## config.mk

```make
export PLATFORM = sky130hd
export DESIGN_NAME = spectro_capture
export DESIGN_NICKNAME = d
export VERILOG_FILES = /design/src/rtl/spectro_pkg.sv /design/src/rtl/spectro_fifo.sv /design/src/rtl/spectro_capture.sv
export SDC_FILE = /design/constraint.sdc
export NUM_CORES = 1
export LEC_CHECK = 0
export ABC_AREA = 0
export CORE_MARGIN = 3
export CORE_UTILIZATION = 63
export CTS_BUF_LIST = sky130_fd_sc_hd__clkbuf_2 sky130_fd_sc_hd__clkbuf_4 sky130_fd_sc_hd__clkbuf_8
export CTS_CLUSTER_SIZE = 16
export DETAILED_ROUTE_END_ITERATION = 8
export MAX_ROUTING_LAYER = met4
export PLACE_DENSITY = 0.8
export RECOVER_POWER = 25
export SLEW_MARGIN = 0
export SYNTH_ARGS = -nofsm -noshare
export SYNTH_HDL_FRONTEND = slang
export SYNTH_SLANG_ARGS = --single-unit
export TNS_END_PERCENT = 30
```

## constraint.sdc

```tcl
create_clock -name clk -period 5 [get_ports clk]
set_clock_uncertainty 0.15 [all_clocks]
set_input_delay 1.25 -clock clk [delete_from_list [all_inputs] [get_ports clk]]
set_output_delay 1.25 -clock clk [all_outputs]
set_load 0.005 [all_outputs]
```

## src/rtl/spectro_pkg.sv

```systemverilog
// rtl/spectro_pkg.sv - shared types, default sizes and width helpers for spectro_capture
package spectro_pkg;

  typedef enum logic [1:0] {
    ST_ACQ  = 2'd0,
    ST_FULL = 2'd1,
    ST_SEND = 2'd2
  } state_t;

  localparam int DEF_NUM_CH = 4;
  localparam int DEF_CH_W   = 7;
  localparam int DEF_TS_W   = 8;
  localparam int DEF_DEPTH  = 16;

  function automatic int rec_w(input int ts_w, input int num_ch);
    return ts_w + num_ch;
  endfunction

  function automatic int cnt_w(input int depth);
    return $clog2(depth + 1);
  endfunction

endpackage

```

## src/rtl/spectro_fifo.sv

```systemverilog
// rtl/spectro_fifo.sv - synchronous first-word-fall-through record FIFO
// nxt_data exposes the entry behind the head so a pop can reload a consumer in the same edge.
module spectro_fifo #(
  parameter int W     = 12,
  parameter int DEPTH = 16
) (
  input  logic                       clk,
  input  logic                       rst_n,
  input  logic                       wr,
  input  logic [W-1:0]               wr_data,
  input  logic                       rd,
  output logic [W-1:0]               rd_data,
  output logic [W-1:0]               nxt_data,
  output logic [$clog2(DEPTH+1)-1:0] count,
  output logic                       full
);

  localparam int AW = $clog2(DEPTH);
  localparam int CW = $clog2(DEPTH + 1);

  logic [W-1:0]  mem [DEPTH];
  logic [AW-1:0] wptr;
  logic [AW-1:0] rptr;
  logic          wr_ok;
  logic          rd_ok;

  assign full     = (count == CW'(DEPTH));
  assign wr_ok    = wr && !full;
  assign rd_ok    = rd && (count != '0);
  assign rd_data  = mem[rptr];
  assign nxt_data = mem[rptr + 1'b1];

  always_ff @(posedge clk) begin
    if (wr_ok) mem[wptr] <= wr_data;
  end

  always_ff @(posedge clk) begin
    if (!rst_n) begin
      wptr  <= '0;
      rptr  <= '0;
      count <= '0;
    end else begin
      if (wr_ok) wptr <= wptr + 1'b1;
      if (rd_ok) rptr <= rptr + 1'b1;
      case ({wr_ok, rd_ok})
        2'b10:   count <= count + 1'b1;
        2'b01:   count <= count - 1'b1;
        default: count <= count;
      endcase
    end
  end

endmodule

```

## src/rtl/spectro_capture.sv

```systemverilog
// rtl/spectro_capture.sv - threshold-crossing event recorder with timestamped serial dump
// Rising crossings per channel are stored as {ts, mask} and shifted out MSB first on ser_tick.
module spectro_capture
  import spectro_pkg::*;
#(
  parameter int NUM_CH = DEF_NUM_CH,
  parameter int CH_W   = DEF_CH_W,
  parameter int TS_W   = DEF_TS_W,
  parameter int DEPTH  = DEF_DEPTH
) (
  input  logic                       clk,
  input  logic                       rst_n,
  input  logic                       acq_en,
  input  logic                       rtc_tick,
  input  logic                       ser_tick,
  input  logic                       readout_req,
  input  logic [CH_W-1:0]            thr,
  input  logic [NUM_CH*CH_W-1:0]     ch_in,
  output logic                       serial_out,
  output logic                       sl_time,
  output logic                       sl_ch,
  output logic                       signal_detected,
  output logic                       mem_full,
  output logic                       sending_data,
  output logic                       overflow,
  output logic [cnt_w(DEPTH)-1:0]    fifo_count
);

  localparam int REC_W = rec_w(TS_W, NUM_CH);
  localparam int CNT_W = cnt_w(DEPTH);
  localparam int BW    = $clog2(REC_W);

  state_t            state;
  logic [TS_W-1:0]   ts;
  logic [NUM_CH-1:0] prev;
  logic [NUM_CH-1:0] above;
  logic [NUM_CH-1:0] mask;
  logic [REC_W-1:0]  shreg;
  logic [BW-1:0]     bit_cnt;
  logic [REC_W-1:0]  head;
  logic [REC_W-1:0]  nxt;
  logic              fifo_full;
  logic              hit;
  logic              wr;
  logic              rd;
  logic              last_bit;
  logic              last_pop;

  always_comb begin
    above = '0;
    for (int k = 0; k < NUM_CH; k++) begin
      above[k] = (ch_in[k*CH_W +: CH_W] >= thr);
    end
  end

  assign mask     = acq_en ? (above & ~prev) : '0;
  assign hit      = |mask;
  assign wr       = hit && (state == ST_ACQ) && !fifo_full;
  assign last_bit = (bit_cnt == BW'(REC_W - 1));
  assign rd       = (state == ST_SEND) && ser_tick && last_bit;
  assign last_pop = rd && (fifo_count == CNT_W'(1));

  spectro_fifo #(.W(REC_W), .DEPTH(DEPTH)) u_fifo (
    .clk      (clk),
    .rst_n    (rst_n),
    .wr       (wr),
    .wr_data  ({ts, mask}),
    .rd       (rd),
    .rd_data  (head),
    .nxt_data (nxt),
    .count    (fifo_count),
    .full     (fifo_full)
  );

  always_ff @(posedge clk) begin
    if (!rst_n) begin
      state           <= ST_ACQ;
      ts              <= '0;
      prev            <= '0;
      shreg           <= '0;
      bit_cnt         <= '0;
      signal_detected <= 1'b0;
      overflow        <= 1'b0;
    end else begin
      if (rtc_tick) ts <= ts + 1'b1;
      if (acq_en) prev <= above;
      signal_detected <= wr;
      // A drop in the same cycle as the final pop keeps the sticky flag set.
      if (hit && !wr) overflow <= 1'b1;
      else if (last_pop) overflow <= 1'b0;

      case (state)
        ST_ACQ: begin
          if (wr) begin
            if (fifo_count == CNT_W'(DEPTH - 1)) state <= ST_FULL;
          end else if (readout_req && fifo_count != '0) begin
            state   <= ST_SEND;
            shreg   <= head;
            bit_cnt <= '0;
          end
        end
        ST_FULL: begin
          if (readout_req) begin
            state   <= ST_SEND;
            shreg   <= head;
            bit_cnt <= '0;
          end
        end
        ST_SEND: begin
          if (ser_tick) begin
            if (!last_bit) begin
              shreg   <= {shreg[REC_W-2:0], 1'b0};
              bit_cnt <= bit_cnt + 1'b1;
            end else begin
              bit_cnt <= '0;
              if (last_pop) begin
                state <= ST_ACQ;
                shreg <= '0;
              end else begin
                shreg <= nxt;
              end
            end
          end
        end
        default: state <= ST_ACQ;
      endcase
    end
  end

  assign sending_data = (state == ST_SEND);
  assign mem_full     = (state == ST_FULL);
  assign serial_out   = sending_data && shreg[REC_W-1];
  assign sl_time      = sending_data && (bit_cnt < BW'(TS_W));
  assign sl_ch        = sending_data && (bit_cnt >= BW'(TS_W));

endmodule

```

# ---- Word level (Yosys, flattened, before mapping)
# Memory sizes are Yosys's and may differ from the RTL's. A register that Yosys moved wholly into a read port is not among the register bits.
# Cells that the tools add are included.
# W data, S select, Z words.
dict set report totals {
  reg_bits 45
  latchBits 0
  mem_bits_rw 192
  rom_bits 0
  input_bits 41
  out_inout_bits 12
  elab_cells 92
  memories 1
}
dict set report classes {
  add_sub_neg 6
  n_mul 0
  div 0
  order_cmp 6
  n_eq_ne 16
  n_shift 0
  mux 29
  bitwise_logic 2
  reduce_logical 22
}
# memory depth width rd rd_ports_with_merged_regs write_ports line
set memory_table {}
lappend memory_table {u_fifo.mem 16 12 2 1 1 spectro_fifo.sv:21} ;# logic [W-1:0] mem [DEPTH];
# cell n
set op_table {}
lappend op_table {{$mux W12} 6}
lappend op_table {{$pmux W12 S3} 1}
lappend op_table {{$mux W4} 8}
lappend op_table {{$ge A7 B7 Y1} 4}
lappend op_table {{$mux W2} 7}
lappend op_table {{$add A4 B1 Y4 const B} 3}
lappend op_table {{$logic_and A1 B1 Y1} 12}
lappend op_table {{$pmux W4 S3} 1}
lappend op_table {{$pmux W5 S2} 1}
lappend op_table {{$add A8 B1 Y8 const B} 1}
lappend op_table {{$ne A2 B1 Y1 const B} 3}
lappend op_table {{$ne A2 B2 Y1 const B} 3}
lappend op_table {{$pmux W2 S3} 1}
lappend op_table {{$reduce_and A6 Y1} 1}
lappend op_table {{$add A5 B1 Y5 const B} 1}
lappend op_table {{$eq A5 B1 Y1 const B} 1}
lappend op_table {{$eq A5 B4 Y1 const B} 1}
lappend op_table {{$eq A5 B5 Y1 const B} 1}
lappend op_table {{$reduce_and A5 Y1} 1}
lappend op_table {{$reduce_bool A5 Y1} 1}
lappend op_table {{$sub A5 B1 Y5 const B} 1}
lappend op_table {{$and A4 B4 Y4} 1}
lappend op_table {{$eq A2 B1 Y1 const B} 2}
lappend op_table {{$eq A2 B2 Y1 const B} 2}
lappend op_table {{12 further kinds} 17}

# ---- Logic depth before layout (Yosys ltp)
# Gate-level depths: netlist (run 1).
dict set report depth {
  word_depth 9
  ltp_mapped 16
  ltp_nobuf 13
}

# ---- Hierarchy
# A second synthesis (run 1) with hierarchy kept.
dict set report hier_totals {
  cells_unflattened 770
  hier_area_um2 12094.1
}
# mod n_inst cells_each area_each_um2 seq_area_each_um2
set by_module_without_submodules {}
lappend by_module_without_submodules {spectro_fifo 1 502 9738.1 6105.9}
lappend by_module_without_submodules {spectro_capture 1 268 2356.0 640.6}

# ---- Worst setup path after synthesis (run 1)
# No wires, ideal clock.
dict set report synth_timing {
  path_type {in2reg}
  start {input port thr[6]}
  end {memory u_fifo.mem[3][0] (enable)}
  setup_ps 412
  t_arrival_ps 4132
  required_ps 4438
  slack_ps 305
  stages 11
  path_buffers 2
  cell_sequence {inv_1 -> ha_1 -> and3_1 -> a221o_1 -> a31oi_1 -> or3b_1 -> a21oi_2 -> buf_6 -> clkinv_4 -> buf_6 -> nor4_1}
}
dict set report synth_between {
  elab_chain_len 9
  word_cells_on_any_way 12
  cone_classes {order compare (4); mux (3); bitwise (1); reduce/logical (4)}
}
# item line
set synth_lines {}
lappend synth_lines {{start: declaration} spectro_capture.sv:17} ;# input logic [CH_W-1:0] thr,
lappend synth_lines {{$ge A7 B7 Y1} spectro_capture.sv:52} ;# above[k] = (ch_in[k*CH_W +: CH_W] >= thr);
lappend synth_lines {{$and A4 B4 Y4 (*)} spectro_capture.sv:56} ;# assign mask = acq_en ? (above & ~prev) : '0;
lappend synth_lines {{$mux W4 (*)} spectro_capture.sv:56}
lappend synth_lines {{$reduce_or A4 Y1 (*)} spectro_capture.sv:57} ;# assign hit = |mask;
lappend synth_lines {{$logic_and A1 B1 Y1 (*) (2 in a row)} spectro_capture.sv:58} ;# assign wr = hit && (state == ST_ACQ) && !fifo_full;
lappend synth_lines {{$logic_and A1 B1 Y1 (*)} spectro_fifo.sv:28} ;# assign wr_ok = wr && !full;
lappend synth_lines {{$mux W1 (*)} spectro_fifo.sv:34} ;# if (wr_ok) mem[wptr] <= wr_data;
lappend synth_lines {{$mux W1 (not written as such) (*)} spectro_fifo.sv:34}
lappend synth_lines {{end: declaration} spectro_fifo.sv:21}
# Every way passes the cells marked *; elsewhere a longest branch is shown, timed or not.

# ---- Worst setup path in the final report (run 1)
dict set report layout_timing {
  start {input port thr[5]}
  end {memory u_fifo.mem[9][5] (enable)}
}
# Same word-level chain as after synthesis.

==> run_results.csv, run 1 <==
group,metric,value,unit
status,status,"finished clean",
timing,layout_setup_ws,732,ps
timing,slew_headroom,34.4,%
setup_path,crit_slowest_cell,"a222oi_1",
clock_tree,cts_num_sinks,241,
floorplan,initial_core_util,65.3,%
clock_tree,ctsResizeCount,0,
global_routing,use_met1,39.0,%
floorplan,coreArea,18300,um^2
setup_path,critPathCaptureType,"flip-flop",
clock_tree,cts_tree,"done",
power,p_seq_share,51.9,%
setup_path,cp_num_buf_inv,5,
yosys,yosysSeqAreaShare,56.5,%
yosys,synth_area_leaders,"edfxtp_1 (48%), mux4_2 (16%), dfxtp_1 (8.2%)",
finish,antenna_cells,0,
power,leakagePower,4.50,nW
detailed_routing,vias,7691,
global_routing,grt_use_met3,5.56,%
power,clockPowerShare,36.8,%
floorplan,ioPinCount,53,
power,power_switching_share,24.8,%
clock_tree,h-tree-depth,2,
setup_path,r2r_slack,1680,ps
min_path,hold_path_depth,2,
power,switchingPower,1.10,mW
yosys,synth-seq-cells,241,
timing,finalSetupViolCount,0,
detailed_routing,wire_per_inst,24.8,um
setup_path,start_kind,"input pin",
setup_path,arrival,4390,ps
global_routing,use_met2,46.9,%
place,io_buffers,52,
floorplan,die_w,144,um
setup_path,path_class,"in2reg",
timing,period_needed,4270,ps
place,placed_cells,1069,
timing,tns,0,ps
clock_tree,cts_buffers,38,
yosys,avgSynthCellArea,14.8,um^2
floorplan,die_h,144,um
min_path,hp-class,"reg2reg",
clock_tree,cts.clk_slew.worst_paths,60,ps
timing,holdWs,307,ps
global_routing,grt_max_degree,36,
power,p_int,3.34,mW
yosys,synthesis.nets,888,
setup_path,r2r_cells,7,
setup_path,crit_path_cell_trace,"clkdlybuf4s50_1 > inv_1 > ha_1 > and3_1 > a221oi_1 > o21ai_0 > a222oi_1 > a21oi_2 > clkinv_4 > buf_4 > nor2_1 > and3_1 > buf_4",
global_routing,grtUsageTotal,29.5,%
power,p_per_area,327,nW/um^2
detailed_routing,first_pass_iters,5,
setup_path,r2r-start,"u_fifo.rptr[0]",
timing,finalMaxSlewViolations,0,
min_path,min_from,"shreg[9]",
place,dpl.hpwl,19300,um
finish,drive_gt1_share,24.2,%
yosys,syn_area,11900,um^2
clock_tree,cts_hold_buffers,0,
finish,nNetsFinal,962,
detailed_routing,drtIter0Drc,819,
min_path,hold_end,"shreg[9]",
global_routing,first_global_vias,8170,
global_routing,grt_overflow,0,
yosys,yosys.area.top_type,"edfxtp_1",
setup_path,critPathMaxStageDelay,480,ps
place,gp_congestion,0.925,
global_routing,grt_busiest_layer,"met2",
finish,syn2layout_area_growth,13.8,%
finish,fin_util,74.3,%
yosys,synth.top_cell.area_share,48.3,%
setup_path,rr_endpoint,"shreg[3]",
global_routing,grt_pass1_wl,44600,um
setup_path,worst_ep_required_time,5130,ps
yosys,synthArstFlopShare,0,%
detailed_routing,drc_errors,0,
detailed_routing,ant_nets,0,
detailed_routing,wirelength,28200,um
timing,fmax,234,MHz
job,cap_violations,0,
clock_tree,root_buffer,"clkbuf_8",
clock_tree,clock_latency,550,ps
timing,worst_slew_pin_slew,983,ps
yosys,synth_edf_count,192,
setup_path,critical-path-top-delay-family,"compound AO/OA/AOI/OAI gates",
floorplan,dieArea,20600,um^2
power,combPwrFrac,11.3,%
place,post-place-ws,221,ps
timing,fin_crit_sh,85.4,%
global_routing,antenna_found_initial,0,
yosys,ys_warn_count,0,
setup_path,critPathMaxFanout,20,
yosys,synth-main-ff-cell,"edfxtp_1",
yosys,postSynthCellCount,806,
clock_tree,postCtsSetupBuffers,0,
clock_tree,cts_buffer_depth,3,
finish,fin_cells,1138,
power,ir_worst_vdd,0.000201,V
detailed_routing,vias_per_cell,6.76,
timing,hold_violations,0,
timing,grt_setup_unrepaired,"false",
finish,stdcell_area,13600,um^2
place,place_area,12800,um^2
power,p_total,4.44,mW
yosys,synth_cell_types,55,
floorplan,rows,49,
==> tightest hold or removal path, cell delays in order (launching register included) <==
cell and delay [ps]:
dfxtp_1 310, nand2_1 50, o21ai_1 50
==> how the worst max path moves through the flow <==
| stage | from | endpoint | slack, ps | cells after the start |
|---|---|---|---|---|
| after floorplan | thr[6] | u_fifo.mem[3][0] | 310 | 11 |
| after global placement | thr[6] | u_fifo.mem[9][6] | 360 | 13 |
| after detailed placement | thr[6] | u_fifo.mem[9][4] | 220 | 13 |
| after CTS | thr[6] | u_fifo.mem[9][5] | 780 | 13 |
| after global routing | thr[6] | u_fifo.count[3] | 500 | 14 |
| final | thr[5] | u_fifo.mem[9][5] | 730 | 13 |
==> cells in the final DEF (no fill, tap or decap), drive strengths merged, types with 32 or more instances in the layout <==
| cell type | instances |
|---|---|
| buf | 32 |
| clkbuf | 58 |
| clkdlybuf4s50 | 52 |
| dfxtp | 49 |
| edfxtp | 192 |
| ha | 41 |
| mux2i | 49 |
| mux4 | 85 |
| nand2 | 38 |
| nor2 | 42 |
==> layer usage <==
metal / wire length, um / part of all wire [%] / up-vias
met1: 11300 / 40 / 3847
met2: 14000 / 49 / 412
li1: - / - / 3370
met5: 0 / 0 / -
met3: 2280 / 8.1 / 62
met4: 662 / 2.3 / 0
==> synthesized netlist by cell type, types with 2 or more instances <==
| library cell | instances |
|---|---|
| edfxtp_1 | 192 |
| mux4_2 | 85 |
| dfxtp_1 | 49 |
| mux2i_1 | 49 |
| ha_1 | 41 |
| nor2_1 | 41 |
| nand2_1 | 36 |
| inv_1 | 28 |
| buf_2 | 20 |
| clkbuf_1 | 20 |
| o21ai_0 | 19 |
| a21oi_1 | 17 |
| a211oi_1 | 15 |
| nor2b_1 | 15 |
| nand4_1 | 14 |
| nor3_1 | 13 |
| mux2_2 | 11 |
| nand3_1 | 10 |
| o21ai_1 | 10 |
| a221oi_1 | 9 |
| and2_1 | 9 |
| xor2_1 | 8 |
| and3_1 | 7 |
| nand2b_1 | 7 |
| o22ai_1 | 7 |
| a2111oi_0 | 6 |
| nor4_1 | 6 |
| o221ai_1 | 6 |
| xnor2_1 | 5 |
| a21o_1 | 4 |
| buf_4 | 4 |
| or3_1 | 4 |
| a21oi_2 | 3 |
| buf_1 | 3 |
| o211ai_1 | 3 |
| o21a_1 | 3 |
| a22oi_1 | 2 |
| a31oi_1 | 2 |
| a32oi_1 | 2 |
| buf_6 | 2 |
| nand2_2 | 2 |
| o2111ai_1 | 2 |
| o22a_1 | 2 |
| o31ai_1 | 2 |
==> power groups by stage <==
| stage | registers [mW] | logic [mW] | clock network [mW] |
|---|---|---|---|
| 6_report | 2.31 | 0.501 | 1.63 |
| 5_1_grt | 2.31 | 0.549 | 1.74 |
| 4_1_cts | 2.30 | 0.496 | 1.65 |
| 3_5_place_dp | 2.35 | 0.493 | 0 |
| 3_3_place_gp | 2.34 | 0.477 | 0 |
| 2_1_floorplan | 2.33 | 0.332 | 0 |
==> state kept, by name, summed over array words and instances (netlist names), 2 cells and up, named ones only <==
signal	count
u_fifo.mem	192
shreg	12
ts	8
u_fifo.count	5
bit_cnt	4
prev	4
u_fifo.rptr	4
u_fifo.wptr	4
state	2
==> area by class of cell <==
cell class,count,area (um^2)
flip-flops and latches,241,6750
multi-input cells,486,4900
fillers,1128,4690
repair buffers,84,773
clock buffers,58,686
well taps,229,287
inverters,29,114
clock inverters,11,61.3
==> cells by family after synthesis <==
family          share of synthesized area, %
fa+ha+maj                               4.30
simple gates                            7.10
mux                                     21.2
xor+xnor                               0.954
compound gates                          6.79
buf+inv                                 3.12
flops                                   56.5
Note: power is estimated with default switching activity, not from simulation.
==> run 2, diff against run 1 <==
==> constraint.sdc (replaced) <==
create_clock -name clk -period 5 [get_ports clk]
set_clock_uncertainty 0.15 [all_clocks]
set_input_delay 1.25 -clock clk [delete_from_list [all_inputs] [get_ports clk]]
set_output_delay 1.25 -clock clk [all_outputs]
set_load 0.1 [all_outputs]
==> results of run 2 <==
The final DEF is identical to that of run 1. Status: finished clean.
Main changes from that run: total power 4.44 mW -> 4.52 mW; worst IR drop on VDD 0.000201 V -> 0.000266 V
